## src/rtl/vga_rx_pkg.sv

```systemverilog
// Shared types, nominal 640x480@60 timing and checksum step for the VGA receive monitor.
package vga_rx_pkg;

   typedef enum logic [1:0] {
      IDLE,
      MEASURE,
      LOCKED
   } state_e;

   localparam int unsigned NOM_H_ACTIVE = 640;
   localparam int unsigned NOM_H_TOTAL  = 800;
   localparam int unsigned NOM_V_ACTIVE = 480;
   localparam int unsigned NOM_V_TOTAL  = 525;

   // One checksum step over a w-bit accumulator (w <= 64): rotate left by one, then xor in the pixel.
   function automatic logic [63:0] ck_step(input logic [63:0] ck,
                                           input logic [23:0] rgb,
                                           input int unsigned w);
      logic [63:0] mask;
      logic [63:0] rot;
      mask = (w >= 64) ? '1 : ((64'd1 << w) - 64'd1);
      rot  = ((ck << 1) | (ck >> (w - 1))) & mask;
      return (rot ^ {40'd0, rgb}) & mask;
   endfunction

endpackage

```

## src/rtl/vga_rx_monitor_if.sv

```systemverilog
// VGA pin bundle as produced by procesador; the monitor only ever observes it.
interface vga_rx_monitor_if;
   logic       vgaclk;
   logic       hsync;
   logic       vsync;
   logic       blank_b;
   logic [7:0] r;
   logic [7:0] g;
   logic [7:0] b;

   modport master (output vgaclk, hsync, vsync, blank_b, r, g, b);
   modport slave  (input  vgaclk, hsync, vsync, blank_b, r, g, b);
endinterface

```

## src/rtl/vga_rx_sampler.sv

```systemverilog
// Registers the VGA pins into clk, derives the pixel strobe and sync leading edges.
module vga_rx_sampler #(
   parameter bit SYNC_ACTIVE_LOW = 1'b1
) (
   input  logic             clk,
   input  logic             rst,
   vga_rx_monitor_if.slave  vga,
   output logic             px_en,
   output logic             hs_start,
   output logic             vs_start,
   output logic             blank,
   output logic [23:0]      rgb
);

   localparam logic SYNC_ON  = SYNC_ACTIVE_LOW ? 1'b0 : 1'b1;
   localparam logic SYNC_OFF = ~SYNC_ON;

   logic        vgaclk_s1_q, vgaclk_s1_d;
   logic        vgaclk_s2_q, vgaclk_s2_d;
   logic        hsync_s1_q,  hsync_s1_d;
   logic        vsync_s1_q,  vsync_s1_d;
   logic        blank_s1_q,  blank_s1_d;
   logic [23:0] rgb_s1_q,    rgb_s1_d;
   logic        hs_prev_q,   hs_prev_d;
   logic        vs_prev_q,   vs_prev_d;

   // Strobe, edge detection and next-state of the capture registers.
   always_comb begin
      px_en    = vgaclk_s1_q & ~vgaclk_s2_q;
      hs_start = px_en && (hsync_s1_q == SYNC_ON) && (hs_prev_q != SYNC_ON);
      vs_start = px_en && (vsync_s1_q == SYNC_ON) && (vs_prev_q != SYNC_ON);
      blank    = blank_s1_q;
      rgb      = rgb_s1_q;

      vgaclk_s1_d = vga.vgaclk;
      vgaclk_s2_d = vgaclk_s1_q;
      hsync_s1_d  = vga.hsync;
      vsync_s1_d  = vga.vsync;
      blank_s1_d  = vga.blank_b;
      rgb_s1_d    = {vga.r, vga.g, vga.b};
      // Previous sync levels only advance per pixel so edges are seen in the pixel domain.
      hs_prev_d   = px_en ? hsync_s1_q : hs_prev_q;
      vs_prev_d   = px_en ? vsync_s1_q : vs_prev_q;
   end

   // Capture registers; sync registers idle at the deasserted level.
   always_ff @(posedge clk or posedge rst) begin
      if (rst) begin
         vgaclk_s1_q <= 1'b0;
         vgaclk_s2_q <= 1'b0;
         hsync_s1_q  <= SYNC_OFF;
         vsync_s1_q  <= SYNC_OFF;
         blank_s1_q  <= 1'b0;
         rgb_s1_q    <= '0;
         hs_prev_q   <= SYNC_OFF;
         vs_prev_q   <= SYNC_OFF;
      end else begin
         vgaclk_s1_q <= vgaclk_s1_d;
         vgaclk_s2_q <= vgaclk_s2_d;
         hsync_s1_q  <= hsync_s1_d;
         vsync_s1_q  <= vsync_s1_d;
         blank_s1_q  <= blank_s1_d;
         rgb_s1_q    <= rgb_s1_d;
         hs_prev_q   <= hs_prev_d;
         vs_prev_q   <= vs_prev_d;
      end
   end

endmodule

```

## src/rtl/vga_rx_monitor.sv

```systemverilog
// Measures VGA line/frame timing against the nominal mode, declares lock and checksums each frame.
module vga_rx_monitor
   import vga_rx_pkg::*;
#(
   parameter int unsigned H_ACTIVE        = NOM_H_ACTIVE,
   parameter int unsigned H_TOTAL         = NOM_H_TOTAL,
   parameter int unsigned V_ACTIVE        = NOM_V_ACTIVE,
   parameter int unsigned V_TOTAL         = NOM_V_TOTAL,
   parameter bit          SYNC_ACTIVE_LOW = 1'b1,
   parameter int unsigned CK_W            = 32
) (
   input  logic             clk,
   input  logic             rst,
   vga_rx_monitor_if.slave  vga,
   input  logic             clr_err,
   output logic             locked,
   output logic             frame_done,
   output logic [CK_W-1:0]  frame_cksum,
   output logic [15:0]      frame_count,
   output logic [11:0]      h_meas,
   output logic [10:0]      v_meas,
   output logic             err_h,
   output logic             err_v,
   output logic             err_act
);

   localparam logic [11:0] H_TOTAL_L = 12'(H_TOTAL);
   localparam logic [10:0] V_TOTAL_L = 11'(V_TOTAL);
   localparam logic [19:0] ACTIVE_L  = 20'(H_ACTIVE * V_ACTIVE);

   logic        px_en, hs_start, vs_start, blank;
   logic [23:0] rgb;

   vga_rx_sampler #(
      .SYNC_ACTIVE_LOW (SYNC_ACTIVE_LOW)
   ) u_sampler (
      .clk      (clk),
      .rst      (rst),
      .vga      (vga),
      .px_en    (px_en),
      .hs_start (hs_start),
      .vs_start (vs_start),
      .blank    (blank),
      .rgb      (rgb)
   );

   state_e          state_q, state_d;
   logic [11:0]     h_cnt_q, h_cnt_d;
   logic            hseen_q, hseen_d;
   logic [10:0]     line_q, line_d;
   logic [19:0]     act_q, act_d;
   logic [CK_W-1:0] ck_q, ck_d;
   logic            hmis_q, hmis_d;
   logic            locked_q, locked_d;
   logic            frame_done_q, frame_done_d;
   logic [CK_W-1:0] frame_cksum_q, frame_cksum_d;
   logic [15:0]     frame_count_q, frame_count_d;
   logic [11:0]     h_meas_q, h_meas_d;
   logic [10:0]     v_meas_q, v_meas_d;
   logic            err_h_q, err_h_d;
   logic            err_v_q, err_v_d;
   logic            err_act_q, err_act_d;

   logic            h_bad, v_bad, a_bad, frame_ok;
   logic [CK_W-1:0] ck_next, ck_first;
   logic [10:0]     line_inc;
   logic [19:0]     act_inc;

   // Per-pixel counting, frame close, lock FSM and sticky error flags.
   always_comb begin
      state_d       = state_q;
      h_cnt_d       = h_cnt_q;
      hseen_d       = hseen_q;
      line_d        = line_q;
      act_d         = act_q;
      ck_d          = ck_q;
      hmis_d        = hmis_q;
      locked_d      = locked_q;
      frame_done_d  = 1'b0;
      frame_cksum_d = frame_cksum_q;
      frame_count_d = frame_count_q;
      h_meas_d      = h_meas_q;
      v_meas_d      = v_meas_q;
      h_bad         = 1'b0;
      v_bad         = 1'b0;
      a_bad         = 1'b0;
      frame_ok      = 1'b0;
      ck_next       = CK_W'(ck_step(64'(ck_q), rgb, CK_W));
      ck_first      = CK_W'(ck_step('0, rgb, CK_W));
      line_inc      = (line_q == '1) ? line_q : line_q + 11'd1;
      act_inc       = (act_q == '1) ? act_q : act_q + 20'd1;

      if (px_en) begin
         if (hs_start) begin
            h_meas_d = h_cnt_q;
            h_cnt_d  = 12'd1;
            hseen_d  = 1'b1;
            h_bad    = hseen_q && (h_cnt_q != H_TOTAL_L);
            line_d   = line_inc;
         end else begin
            h_cnt_d  = (h_cnt_q == '1) ? h_cnt_q : h_cnt_q + 12'd1;
         end
         if (h_bad) hmis_d = 1'b1;

         if (blank) begin
            act_d = act_inc;
            ck_d  = ck_next;
         end

         if (vs_start) begin
            // The line closes before the frame: checks use pre-pixel totals, while the
            // coincident line (and this pixel, if active) seeds the new frame.
            if (state_q != IDLE) begin
               v_bad         = (line_q != V_TOTAL_L);
               a_bad         = (act_q != ACTIVE_L);
               frame_ok      = !v_bad && !a_bad && !hmis_q && !h_bad;
               frame_cksum_d = ck_q;
               v_meas_d      = line_q;
               frame_done_d  = 1'b1;
               frame_count_d = frame_count_q + 16'd1;
               locked_d      = frame_ok;
            end
            unique case (state_q)
               IDLE:    state_d = MEASURE;
               MEASURE: state_d = frame_ok ? LOCKED : MEASURE;
               LOCKED:  state_d = frame_ok ? LOCKED : MEASURE;
               default: state_d = IDLE;
            endcase
            line_d = hs_start ? 11'd1 : '0;
            act_d  = blank ? 20'd1 : '0;
            ck_d   = blank ? ck_first : '0;
            hmis_d = 1'b0;
         end
      end

      err_h_d   = (err_h_q   & ~clr_err) | h_bad;
      err_v_d   = (err_v_q   & ~clr_err) | v_bad;
      err_act_d = (err_act_q & ~clr_err) | a_bad;
   end

   // All monitor state, including the lock FSM and registered outputs.
   always_ff @(posedge clk or posedge rst) begin
      if (rst) begin
         state_q       <= IDLE;
         h_cnt_q       <= '0;
         hseen_q       <= 1'b0;
         line_q        <= '0;
         act_q         <= '0;
         ck_q          <= '0;
         hmis_q        <= 1'b0;
         locked_q      <= 1'b0;
         frame_done_q  <= 1'b0;
         frame_cksum_q <= '0;
         frame_count_q <= '0;
         h_meas_q      <= '0;
         v_meas_q      <= '0;
         err_h_q       <= 1'b0;
         err_v_q       <= 1'b0;
         err_act_q     <= 1'b0;
      end else begin
         state_q       <= state_d;
         h_cnt_q       <= h_cnt_d;
         hseen_q       <= hseen_d;
         line_q        <= line_d;
         act_q         <= act_d;
         ck_q          <= ck_d;
         hmis_q        <= hmis_d;
         locked_q      <= locked_d;
         frame_done_q  <= frame_done_d;
         frame_cksum_q <= frame_cksum_d;
         frame_count_q <= frame_count_d;
         h_meas_q      <= h_meas_d;
         v_meas_q      <= v_meas_d;
         err_h_q       <= err_h_d;
         err_v_q       <= err_v_d;
         err_act_q     <= err_act_d;
      end
   end

   assign locked      = locked_q;
   assign frame_done  = frame_done_q;
   assign frame_cksum = frame_cksum_q;
   assign frame_count = frame_count_q;
   assign h_meas      = h_meas_q;
   assign v_meas      = v_meas_q;
   assign err_h       = err_h_q;
   assign err_v       = err_v_q;
   assign err_act     = err_act_q;

endmodule

```

## src/flat_wrapper.sv

```systemverilog
// flat-port wrapper written by rule: the top's interface ports become plain ports
module vga_rx_monitor_flat import vga_rx_pkg::*;
#(
   parameter int unsigned H_ACTIVE        = NOM_H_ACTIVE,
   parameter int unsigned H_TOTAL         = NOM_H_TOTAL,
   parameter int unsigned V_ACTIVE        = NOM_V_ACTIVE,
   parameter int unsigned V_TOTAL         = NOM_V_TOTAL,
   parameter bit          SYNC_ACTIVE_LOW = 1'b1,
   parameter int unsigned CK_W            = 32
)
  (clk, rst, clr_err, locked, frame_done, frame_cksum, frame_count, h_meas, v_meas, err_h, err_v, err_act, vga_vgaclk, vga_hsync, vga_vsync, vga_blank_b, vga_r, vga_g, vga_b);
  vga_rx_monitor_if vga_i ();
  input  logic clk;
  input  logic rst;
  input  logic clr_err;
  output logic locked;
  output logic frame_done;
  output logic [CK_W-1:0] frame_cksum;
  output logic [15:0] frame_count;
  output logic [11:0] h_meas;
  output logic [10:0] v_meas;
  output logic err_h;
  output logic err_v;
  output logic err_act;
  input wire logic [$bits(vga_i.vgaclk)-1:0] vga_vgaclk;
  input wire logic [$bits(vga_i.hsync)-1:0] vga_hsync;
  input wire logic [$bits(vga_i.vsync)-1:0] vga_vsync;
  input wire logic [$bits(vga_i.blank_b)-1:0] vga_blank_b;
  input wire logic [$bits(vga_i.r)-1:0] vga_r;
  input wire logic [$bits(vga_i.g)-1:0] vga_g;
  input wire logic [$bits(vga_i.b)-1:0] vga_b;
  assign vga_i.vgaclk = vga_vgaclk;
  assign vga_i.hsync = vga_hsync;
  assign vga_i.vsync = vga_vsync;
  assign vga_i.blank_b = vga_blank_b;
  assign vga_i.r = vga_r;
  assign vga_i.g = vga_g;
  assign vga_i.b = vga_b;
  vga_rx_monitor #(.H_ACTIVE(H_ACTIVE), .H_TOTAL(H_TOTAL), .V_ACTIVE(V_ACTIVE), .V_TOTAL(V_TOTAL), .SYNC_ACTIVE_LOW(SYNC_ACTIVE_LOW), .CK_W(CK_W)) u_core (.clk(clk), .rst(rst), .vga(vga_i), .clr_err(clr_err), .locked(locked), .frame_done(frame_done), .frame_cksum(frame_cksum), .frame_count(frame_count), .h_meas(h_meas), .v_meas(v_meas), .err_h(err_h), .err_v(err_v), .err_act(err_act));
endmodule
```

## config.mk

```make
export PLATFORM = sky130hd
export DESIGN_NAME = vga_rx_monitor_flat
export DESIGN_NICKNAME = d
export VERILOG_FILES = /design/src/rtl/vga_rx_pkg.sv /design/src/rtl/vga_rx_monitor_if.sv /design/src/rtl/vga_rx_sampler.sv /design/src/rtl/vga_rx_monitor.sv /design/src/flat_wrapper.sv
export SDC_FILE = /design/constraint.sdc
export NUM_CORES = 1
export LEC_CHECK = 0
export CAP_MARGIN = 25
export CORE_MARGIN = 3
export CORE_UTILIZATION = 60
export CTS_CLUSTER_DIAMETER = 100
export DETAILED_ROUTE_END_ITERATION = 7
export PLACE_DENSITY = 0.94
export SLEW_MARGIN = 20
export SYNTH_ARGS = -nofsm -noshare
export SYNTH_HDL_FRONTEND = slang
export SYNTH_SLANG_ARGS = --single-unit
```

## constraint.sdc

```tcl
create_clock -name clk -period 17.6 [get_ports clk]
set_clock_uncertainty 0.1 [all_clocks]
set_input_delay 5.28 -clock clk [delete_from_list [all_inputs] [get_ports clk]]
set_output_delay 5.28 -clock clk [all_outputs]
set_load 0.01 [all_outputs]
```

==> results.tsv, run 1 <==
metric	value	unit
DRC Markers	0	
critical-path cell list	clkdlybuf4s50_1 -> inv_6 -> buf_4 -> buf_4	
clock share of power	31.8	%
first-pass GRT wire length	32350	microns
mux cell area share after synthesis	7.944	%
Final nets	876	
Slew headroom	32.39	%
Pwr Density	120.4	nW/um^2
Slew Viols, Final	0	
status	complete, no violations	
clk root buf	clkbuf_16	
Hold Path Class	register to register	
Pleak	4.538	nW
Total Routing Usage GR	27.42	%
drt first-iter violations	670	
Die X	123.6	microns
antenna-violating nets left	0	
Tcrit/Tclk final	41.58	%
synthesis-to-finish area growth	21.48	%
final setup vio count	0	
crit-path max cell delay	0.74	ns
required time of the critical path	17.98	ns
initial antenna violation count	0	
Achievable Freq	136.6	MHz
total congestion overflow	0	
insertion delay to the later sink of the worst-skew pair	0.43	ns
Final Util	75.25	%
mean routed wirelength per cell	19.61	microns
VDD IR-drop max	75.93	uV
synthesized instance count	744	
post-synthesis compound-gate area fraction	10.05	%
Final min period	7.319	ns
crit-path max FO	64	
CP max-delay cell	buf_4	
cts repair resizes	0	
r2r setup slk	14.52	ns
Seq/Total Area, Yosys	56.14	%
Switch Pwr	0.0003502	W
startpoint types	input pin	
CTS clk-pin slew, worst paths	0.06	ns
Initial Utilization	61.94	%
Top Family by Delay on Critical Path	buffers and inverters	
Critical R2R Launch	u_core.u_sampler.vs_prev_q	
Worst setup EP type	asynchronous set/reset pin	
CTS tree	yes	
maximum clock path buffer count	2	
core area	13400	sq um
Hold Crit Depth	2	
share of flip-flops with an asynchronous set or reset	100.0	%
Power Internal	0.0008633	W
via count	6401	
Yosys cell types	60	
CP bufs+invs	4	
Num CTS Buffers	17	
Synth Area in Simple Gates	17.52	%
Yosys top cell by area	dfrtp_1	
Synth Area in XOR/XNOR	4.115	%
die height	123.6	microns
post-CTS setup buffers	0	
setup TNS	0	ns
vias in the first global route	6363	
largest cells by area after synthesis	dfrtp_1, mux2_2, nand2_1	
Antenna Cells	0	
Clock Sinks	186	
Seq pwr share	47.4	%
top-area cell type share of the netlist area	54.87	%
adder-cell area share of the yosys netlist	1.357	%
largest net degree at the start of global routing	65	
standard-cell rows	42	
WP data arrival	7.69	ns
Yosys reg bits	186	
share of layout cells above drive strength 1	11.79	%
Mapped Nets	784	
Gate power share	20.8	%
worst slew pin tran	1.010	ns
Top cell by count, worst path	buf_4	
DP Worst Slack	9.718	ns
via/cell ratio	6.251	
syn_area_per_cell	11.16	sq um
Most used DFF post-synth	dfrtp_1	
Pre-antenna DRT Iters	6	
Mapped Area	8300	sq um
reg-to-reg endpoint	u_core.ck_q[9]	
Worst Setup Slack, final	10.28	ns
max_cap viols	0	
routability cong.	0.8689	
Crit Path Category	input pin to asynchronous set/reset pin	
overall routed net length	20080	microns
FF-to-FF path depth	4	
switching share of power	28.86	%
H-tree Lvls	4	
endpoints failing hold	0	
hold_sp	u_core.u_sampler.hsync_s1_q	
Die Area	15280	sq um
IO Pins	107	
WHS Endpoint	u_core.u_sampler.hs_prev_q	
largest family of logic cells by synthesized area	simple AND/OR/NAND/NOR gates	
top-count cell post-synth	dfrtp_1	
number of synthesized flops with an enable pin	0	
CTS Hold Bufs	0	
DP HPWL	12270	microns
PortBufs	106	
Syn. warnings	0	
RSZ-0062 raised after global routing	no	
Synth top cells by count	dfrtp_1, nand2_1, mux2_2	
==> layout make-up <==
type | instances | area [sq um]
flip-flops and latches | 186 | 4659
repair buffers | 111 | 1119
inverters | 17 | 68.82
well taps | 176 | 220.2
fillers | 798 | 3317
multi-input cells | 503 | 3423
clock inverters | 11 | 146.4
clock buffers | 20 | 446.7
==> through the flow <==
step                cells  total power, W  hold WS, ns  cell area, sq um
global placement      992       0.0007969       0.3346              9463
finish               1024        0.001214       0.3647             10080
detailed placement    992       0.0008187       0.3539              9463
CTS                  1023        0.001212       0.3647             10060
floorplan             744       0.0006914       0.3136              8300
global route         1024        0.001265       0.3956             10080
==> worst register-to-register path, stage by stage, from the launching register on <==
cell,delay [ns]
dfstp_2,0.56
and4bb_2,0.89
and2_1,0.88
a22oi_1,0.29
o21ai_0,0.27
==> state kept, by name, indices dropped and copies added (netlist names), 2 cells and up <==
name and cells:
u_core.h_cnt_q 12, u_core.line_q 11, u_core.ck_q 32, u_core.v_meas 11
u_core.u_sampler.rgb 24, u_core.h_meas 12, u_core.act_q 20, u_core.frame_cksum 32
u_core.frame_count 16, u_core.state_q 2
==> layer usage <==
metal	wire length, microns	GRT usage (%)	up-vias
met5	0	0	-
met4	537	11.76	0
met3	1104	4.859	55
met2	10660	46.91	283
met1	7779	34.43	3196
li1	-	-	2867
==> cell usage in the layout, fill, tap and decap left out, types with 4 or more instances in the layout <==
master / n
and4_1: 7
dfrtp_1: 182
nor4_1: 8
nand4_1: 17
mux2_2: 47
xnor2_1: 9
mux2i_1: 13
o31ai_1: 8
nand3_1: 20
clkbuf_16: 17
and3_1: 7
nand2_1: 113
a211oi_1: 8
dfstp_2: 4
or3_1: 7
a22oi_1: 23
clkdlybuf4s50_1: 106
xor2_1: 30
and2_1: 6
nand2b_1: 11
buf_4: 4
a21oi_1: 29
ha_1: 9
nor2_1: 19
nor4b_1: 4
inv_1: 16
nor3_1: 13
o21ai_0: 37
or4_1: 11
==> worst max path at each step <==
stage,start,endpoint,depth (start not counted)
2_1_floorplan,rst,u_core.act_q[0],1
3_3_place_gp,rst,u_core.h_meas[9],4
3_5_place_dp,rst,u_core.h_cnt_q[9],4
4_1_cts,rst,u_core.v_meas[2],4
5_1_grt,rst,u_core.h_meas[7],4
6_report,rst,u_core.act_q[7],4
==> kinds of logic after synthesis <==
kind of cell	Yosys count
AO/OA/AOI/OAI	131
flip-flops	186
adder cells (fa/ha/maj)	9
multiplexers	60
XOR/XNOR	39
AND/OR/NAND/NOR	264
buffers and inverters	55
==> power groups by stage <==
stage | clock network (W) | logic (W) | registers, W
global placement | 0 | 0.000227 | 0.000570
floorplan | 0 | 0.000119 | 0.000573
CTS | 0.000388 | 0.000252 | 0.000572
finish | 0.000386 | 0.000253 | 0.000575
global route | 0.000407 | 0.000276 | 0.000582
detailed placement | 0 | 0.000242 | 0.000577
Power figures use the tool's default switching activity.
==> inputs of run 2 (changes only) <==
CORE_UTILIZATION = 55   (was 60)
PLACE_DENSITY = 0.87   (was 0.94)
clock period = 7.39 ns   (was 17.6 ns; I/O delays follow)
==> run 2 against run 1 <==
  * Worst hold slack lost 0.0098 ns
  * Highest routed layer unchanged
  * Setup slack worse by 6.7 ns
  * Sequential share of layout area rose by 0.086 points
  * Largest cell class unchanged
  * Via count shrank 2.1%
  * Wire length down 8.3%
  * Total power increased by 130%
  * Largest power group unchanged
  * First-iteration DRC count is 27% lower
  * Global-route usage is 4.3 points lower
  * Clock-buffer cell count grew 6
==> results.tsv, run 2 (synthesis gave the netlist of run 1 again) <==
metric	value	unit	change
reg-to-reg endpoint	u_core.ck_q[19]		was u_core.ck_q[9]
die height	128.9	microns	was 123.6 microns
initial antenna violation count	0		unchanged
Antenna Cells	0		unchanged
crit-path max FO	6		was 64
CTS clk-pin slew, worst paths	0.06	ns	about the same
Final nets	876		unchanged
Pre-antenna DRT Iters	8		was 6
Initial Utilization	56.68	%	was 61.94%
status	complete, no violations		unchanged
mean routed wirelength per cell	17.83	microns	was 19.61 microns
post-CTS setup buffers	0		unchanged
DRC Markers	0		unchanged
standard-cell rows	44		was 42
crit-path max cell delay	0.59	ns	was 0.74 ns
Worst setup EP type	output port		was asynchronous set/reset pin
Layout fillers	998		was 798
Clock Sinks	186		unchanged
Sequential Area	4659	sq um	unchanged
RSZ-0062 raised after global routing	no		unchanged
vias in the first global route	6132		was 6363
routability cong.	0.8500		was 0.8689
most common cell after layout, fill and taps aside	dfrtp_1		unchanged
CP max-delay cell	clkdlybuf4s50_1		was buf_4
required time of the critical path	5.07	ns	was 17.98 ns
total congestion overflow	0		unchanged
Slew Viols, Final	0		unchanged
core area	14640	sq um	was 13400 sq um
crit path from	u_core.frame_count[2]		was rst
Critical R2R Launch	u_core.u_sampler.vs_prev_q		unchanged
largest net degree at the start of global routing	98		was 65
Die Area	16600	sq um	was 15280 sq um
Achievable Freq	263.0	MHz	
WP data arrival	1.48	ns	was 7.69 ns
Top Family by Delay on Critical Path	buffers and inverters		unchanged
CTS Hold Bufs	0		unchanged
Slew headroom	34.03	%	was 32.39%
endpoints failing hold	0		unchanged
critical-path cell list	clkdlybuf4s50_1		was clkdlybuf4s50_1 -> inv_6 -> buf_4 -> buf_4
commonest non-fill, non-tap cells in the layout	dfrtp_1, nand2_1, clkdlybuf4s50_1		unchanged
Total Routing Usage GR	23.08	%	was 27.42%
setup TNS	0	ns	unchanged
insertion delay to the later sink of the worst-skew pair	0.43	ns	about the same
IO Pins	107		unchanged
antenna-violating nets left	0		unchanged
share of layout cells above drive strength 1	11.43	%	was 11.79%
clk root buf	clkbuf_16		unchanged
max_cap viols	0		unchanged
overall routed net length	18420	microns	was 20080 microns
VDD IR-drop max	179.0	uV	was 75.93 uV
first-pass GRT wire length	30730	microns	was 32350 microns
PortBufs	106		unchanged
worst slew pin tran	0.9896	ns	was 1.010 ns
DP HPWL	11450	microns	was 12270 microns
Final min period	3.802	ns	
Crit Path Category	register to output port		was input pin to asynchronous set/reset pin
CP bufs+invs	1		was 4
FF-to-FF path depth	4		unchanged
r2r setup slk	4.44	ns	was 14.52 ns
Pwr Density	281.0	nW/um^2	was 120.4 nW/um^2
H-tree Lvls	4		unchanged
cts repair resizes	0		unchanged
Pleak	4.517	nW	was 4.538 nW
via/cell ratio	6.068		was 6.251
critical path depth	1		was 4
final setup vio count	0		unchanged
maximum clock path buffer count	2		unchanged
drt first-iter violations	486		was 670
Tcrit/Tclk final	51.44	%	
Hold Worst Slack	0.3549	ns	was 0.3647 ns
area of the multi-input gates	3423	sq um	unchanged
Hold Path Class	register to register		unchanged
startpoint types	register		was input pin
Num CTS Buffers	17		unchanged
critical path endpoint	frame_count[2]		was u_core.act_q[7]
Die X	128.9	microns	was 123.6 microns
synthesis-to-finish area growth	21.25	%	was 21.48%
CTS tree	yes		unchanged
via count	6268		was 6401
==> run 2: cell type report <==
cell class / count / area share (%)
Clock buffer: 26 / 4.861
Tap cell: 184 / 2.287
Clock inverter: 6 / 0.8702
Sequential cell: 186 / 46.30
Multi-Input combinational cell: 503 / 34.01
Inverter: 17 / 0.6837
Timing Repair Buffer: 111 / 10.99
==> run 2: where the power goes <==
part           switching [W]  internal, W
clock network       0.000366     0.000525
logic               0.000260     0.000320
registers           0.000162      0.00120
==> run 2: worst min path at each step <==
| stage | start | to | slack, ns | cells past startpoint |
|---|---|---|---|---|
| 6_report | u_core.hseen_q | u_core.hseen_q | 0.35 | 2 |
| 2_1_floorplan | u_core.hseen_q | u_core.hseen_q | 0.31 | 2 |
| 3_3_place_gp | u_core.hseen_q | u_core.hseen_q | 0.33 | 2 |
| 5_1_grt | u_core.u_sampler.hsync_s1_q | u_core.u_sampler.hs_prev_q | 0.39 | 2 |
| 3_5_place_dp | u_core.hseen_q | u_core.hseen_q | 0.35 | 2 |
| 4_1_cts | u_core.hseen_q | u_core.hseen_q | 0.36 | 2 |
==> run 2: per-layer routing <==
layer | wire [microns] | GRT usage [%] | part of all wire, %
met5 | 0 | 0 | 0
met4 | 511 | 8.153 | 2.8
met3 | 895 | 5.438 | 4.9
met2 | 9427 | 38.02 | 51
met1 | 7583 | 30.14 | 41
==> run 2: per-stage QoR <==
| step | power [W] | util [%] | instances | worst slack, ns | cell area, sq um |
|---|---|---|---|---|---|
| final | 0.002829 | 68.73 | 1033 | 3.588 | 10060 |
| after global routing | 0.002971 | 68.73 | 1033 | 3.490 | 10060 |
| after CTS | 0.002840 | 68.63 | 1032 | 3.580 | 10050 |
| after detailed placement | 0.001936 | 64.69 | 1000 | 3.207 | 9473 |
| after global placement | 0.001903 | 64.69 | 1000 | 3.223 | 9473 |
| after floorplan | 0.001647 | - | 744 | 0.02254 | 8300 |
==> inputs of run 3 (changes only) <==
clock period = 3.9 ns   (was 7.39 ns; I/O delays follow)
==> run 3 against run 2 <==
  * Wire length is 3.6% lower
  * Largest cell class unchanged
  * Utilization is 0.21 points higher
  * Final cell count is 0.19% higher
  * Worst hold slack better by 0.013 ns
  * Die area stayed put
  * Clock power is 91% higher
  * Sequential share of layout area is 0.14 points lower
  * First-iteration DRC count is 47% higher
  * Final area is 0.30% higher
  * Global-route usage is 0.88 points lower
  * Sequential cell count stayed put
  * Via count is 0.62% lower
==> results.tsv, run 3 (synthesis gave the netlist of run 1 again) <==
metric	value	unit	change
CP bufs+invs	1		unchanged
H-tree Lvls	4		unchanged
most common cell after layout, fill and taps aside	dfrtp_1		unchanged
crit-path max FO	5		was 6
final setup vio count	0		unchanged
Final min period	2.783	ns	
Num CTS Buffers	17		unchanged
total congestion overflow	0		unchanged
busiest grt layer	met2		unchanged
PortBufs	106		unchanged
met2 usage in global routing	34.45	%	was 38.02%
Hold Worst Slack	0.3679	ns	was 0.3549 ns
endpoints failing hold	0		unchanged
die height	128.9	microns	unchanged
Achievable Freq	359.3	MHz	
initial antenna violation count	0		unchanged
vias in the first global route	5871		was 6132
clk root buf	clkbuf_16		unchanged
core area	14640	sq um	unchanged
Switch Pwr	0.001512	W	was 0.0007875 W
overall routed net length	17760	microns	was 18420 microns
largest net degree at the start of global routing	101		was 98
Top Family by Delay on Critical Path	buffers and inverters		unchanged
share of layout cells above drive strength 1	12.22	%	was 11.43%
standard-cell rows	44		unchanged
insertion delay to the later sink of the worst-skew pair	0.43	ns	about the same
drt first-iter violations	712		was 486
mean routed wirelength per cell	17.15	microns	was 17.83 microns
Final nets	878		was 876
Final Util	68.93	%	was 68.73%
Gate power share	20.2	%	was 20.5%
VDD IR-drop max	406.8	uV	was 179.0 uV
RSZ-0062 raised after global routing	no		unchanged
via count	6229		was 6268
DP HPWL	11580	microns	was 11450 microns
CTS Hold Bufs	0		unchanged
critical-path cell list	clkdlybuf4s50_1		unchanged
max_cap viols	0		unchanged
synthesis-to-finish area growth	21.62	%	was 21.25%
Die Area	16600	sq um	unchanged
Hold Path Class	register to register		unchanged
IO Pins	107		unchanged
met1 Usage GRT	31.35	%	was 30.14%
post-CTS setup buffers	0		unchanged
required time of the critical path	2.63	ns	was 5.07 ns
Worst setup EP type	output port		unchanged
Crit Path Category	register to output port		unchanged
Slew Viols, Final	0		unchanged
CTS tree	yes		unchanged
routability cong.	0.8579		was 0.8500
first-pass GRT wire length	29550	microns	was 30730 microns
worst slew pin tran	0.9519	ns	was 0.9896 ns
Total Routing Usage GR	22.20	%	was 23.08%
commonest non-fill, non-tap cells in the layout	dfrtp_1, nand2_1, clkdlybuf4s50_1		unchanged
switching share of power	28.25	%	was 27.84%
Clock Sinks	186		unchanged
antenna-violating nets left	0		unchanged
Pleak	4.533	nW	was 4.517 nW
Pre-antenna DRT Iters	5		was 8
Die X	128.9	microns	unchanged
Power Internal	0.003839	W	was 0.002041 W
CP max-delay cell	clkdlybuf4s50_1		unchanged
CTS clk-pin slew, worst paths	0.06	ns	about the same
status	complete, no violations		unchanged
DRC Markers	0		unchanged
via/cell ratio	6.018		was 6.068
GR met3 Demand/Resource	4.691	%	was 5.438%
Pwr Density	530.0	nW/um^2	was 281.0 nW/um^2
maximum clock path buffer count	2		unchanged
clock share of power	31.8	%	was 31.5%
Slew headroom	36.26	%	was 34.03%
crit-path max cell delay	0.60	ns	was 0.59 ns
Seq pwr share	48.0	%	about the same
Tcrit/Tclk final	71.36	%	
Initial Utilization	56.68	%	unchanged
WP data arrival	1.51	ns	was 1.48 ns
Antenna Cells	0		unchanged
setup TNS	0	ns	unchanged
startpoint types	register		unchanged
cts repair resizes	0		unchanged
## run 3: cell count changes in the layout (fill, tap and decap cells not counted), moves of 2 or more
cell        before  now
clkinv_2         1    3
buf_12           0    2
inv_6            1    4
clkinvlp_4       3    5
clkbuf_1         6    1
clkbuf_8         3    1
## run 3: power groups by stage
stage / clock (W) / combinational (W) / sequential, W
2_1_floorplan: 0 / 0.000536 / 0.00258
5_1_grt: 0.00180 / 0.00120 / 0.00261
3_3_place_gp: 0 / 0.00103 / 0.00258
4_1_cts: 0.00173 / 0.00109 / 0.00256
3_5_place_dp: 0 / 0.00108 / 0.00259
6_report: 0.00170 / 0.00108 / 0.00257
## run 3: worst paths after layout
path                                              from                    endpoint  slack [ns]  cells after the start
max                              u_core.frame_count[4]              frame_count[4]        1.12                      1
min                        u_core.u_sampler.hsync_s1_q  u_core.u_sampler.hs_prev_q        0.37                      2
max reg2reg                 u_core.u_sampler.vs_prev_q             u_core.ck_q[13]        1.25                      4
min reg2reg                u_core.u_sampler.hsync_s1_q  u_core.u_sampler.hs_prev_q        0.37                      2
max in group asynchronous                          rst       u_core.frame_count[2]        2.10                      3
min in group asynchronous                          rst       u_core.frame_cksum[5]        1.15                      3
## run 3: area by class of cell
cell class                      instances  area, sq um
Sequential cell                       186         4659
Inverter                               17        67.56
Fill cell                            1013         4549
Clock buffer                           19        442.9
Multi-Input combinational cell        503         3416
Timing Repair Buffer                  113         1139
Clock inverter                         13        140.1
Tap cell                              184        230.2
## run 3: per-stage QoR
stage,power [W],area (sq um),std cells,worst slack (ns)
after floorplan,0.003121,8304,744,0.2408
after global placement,0.003611,9512,1003,1.459
after detailed placement,0.003677,9512,1003,1.356
after CTS,0.005384,10090,1035,1.104
after global routing,0.005610,10090,1035,1.081
final,0.005351,10090,1035,1.117
## run 3: routing by layer
metal / wire, microns / vias to the layer above / part of all wire, %
li1: - / 2863 / -
met1: 7654 / 3119 / 43
met2: 8797 / 205 / 50
met3: 961 / 42 / 5.4
met4: 341 / 0 / 1.9
met5: 0 / - / 0
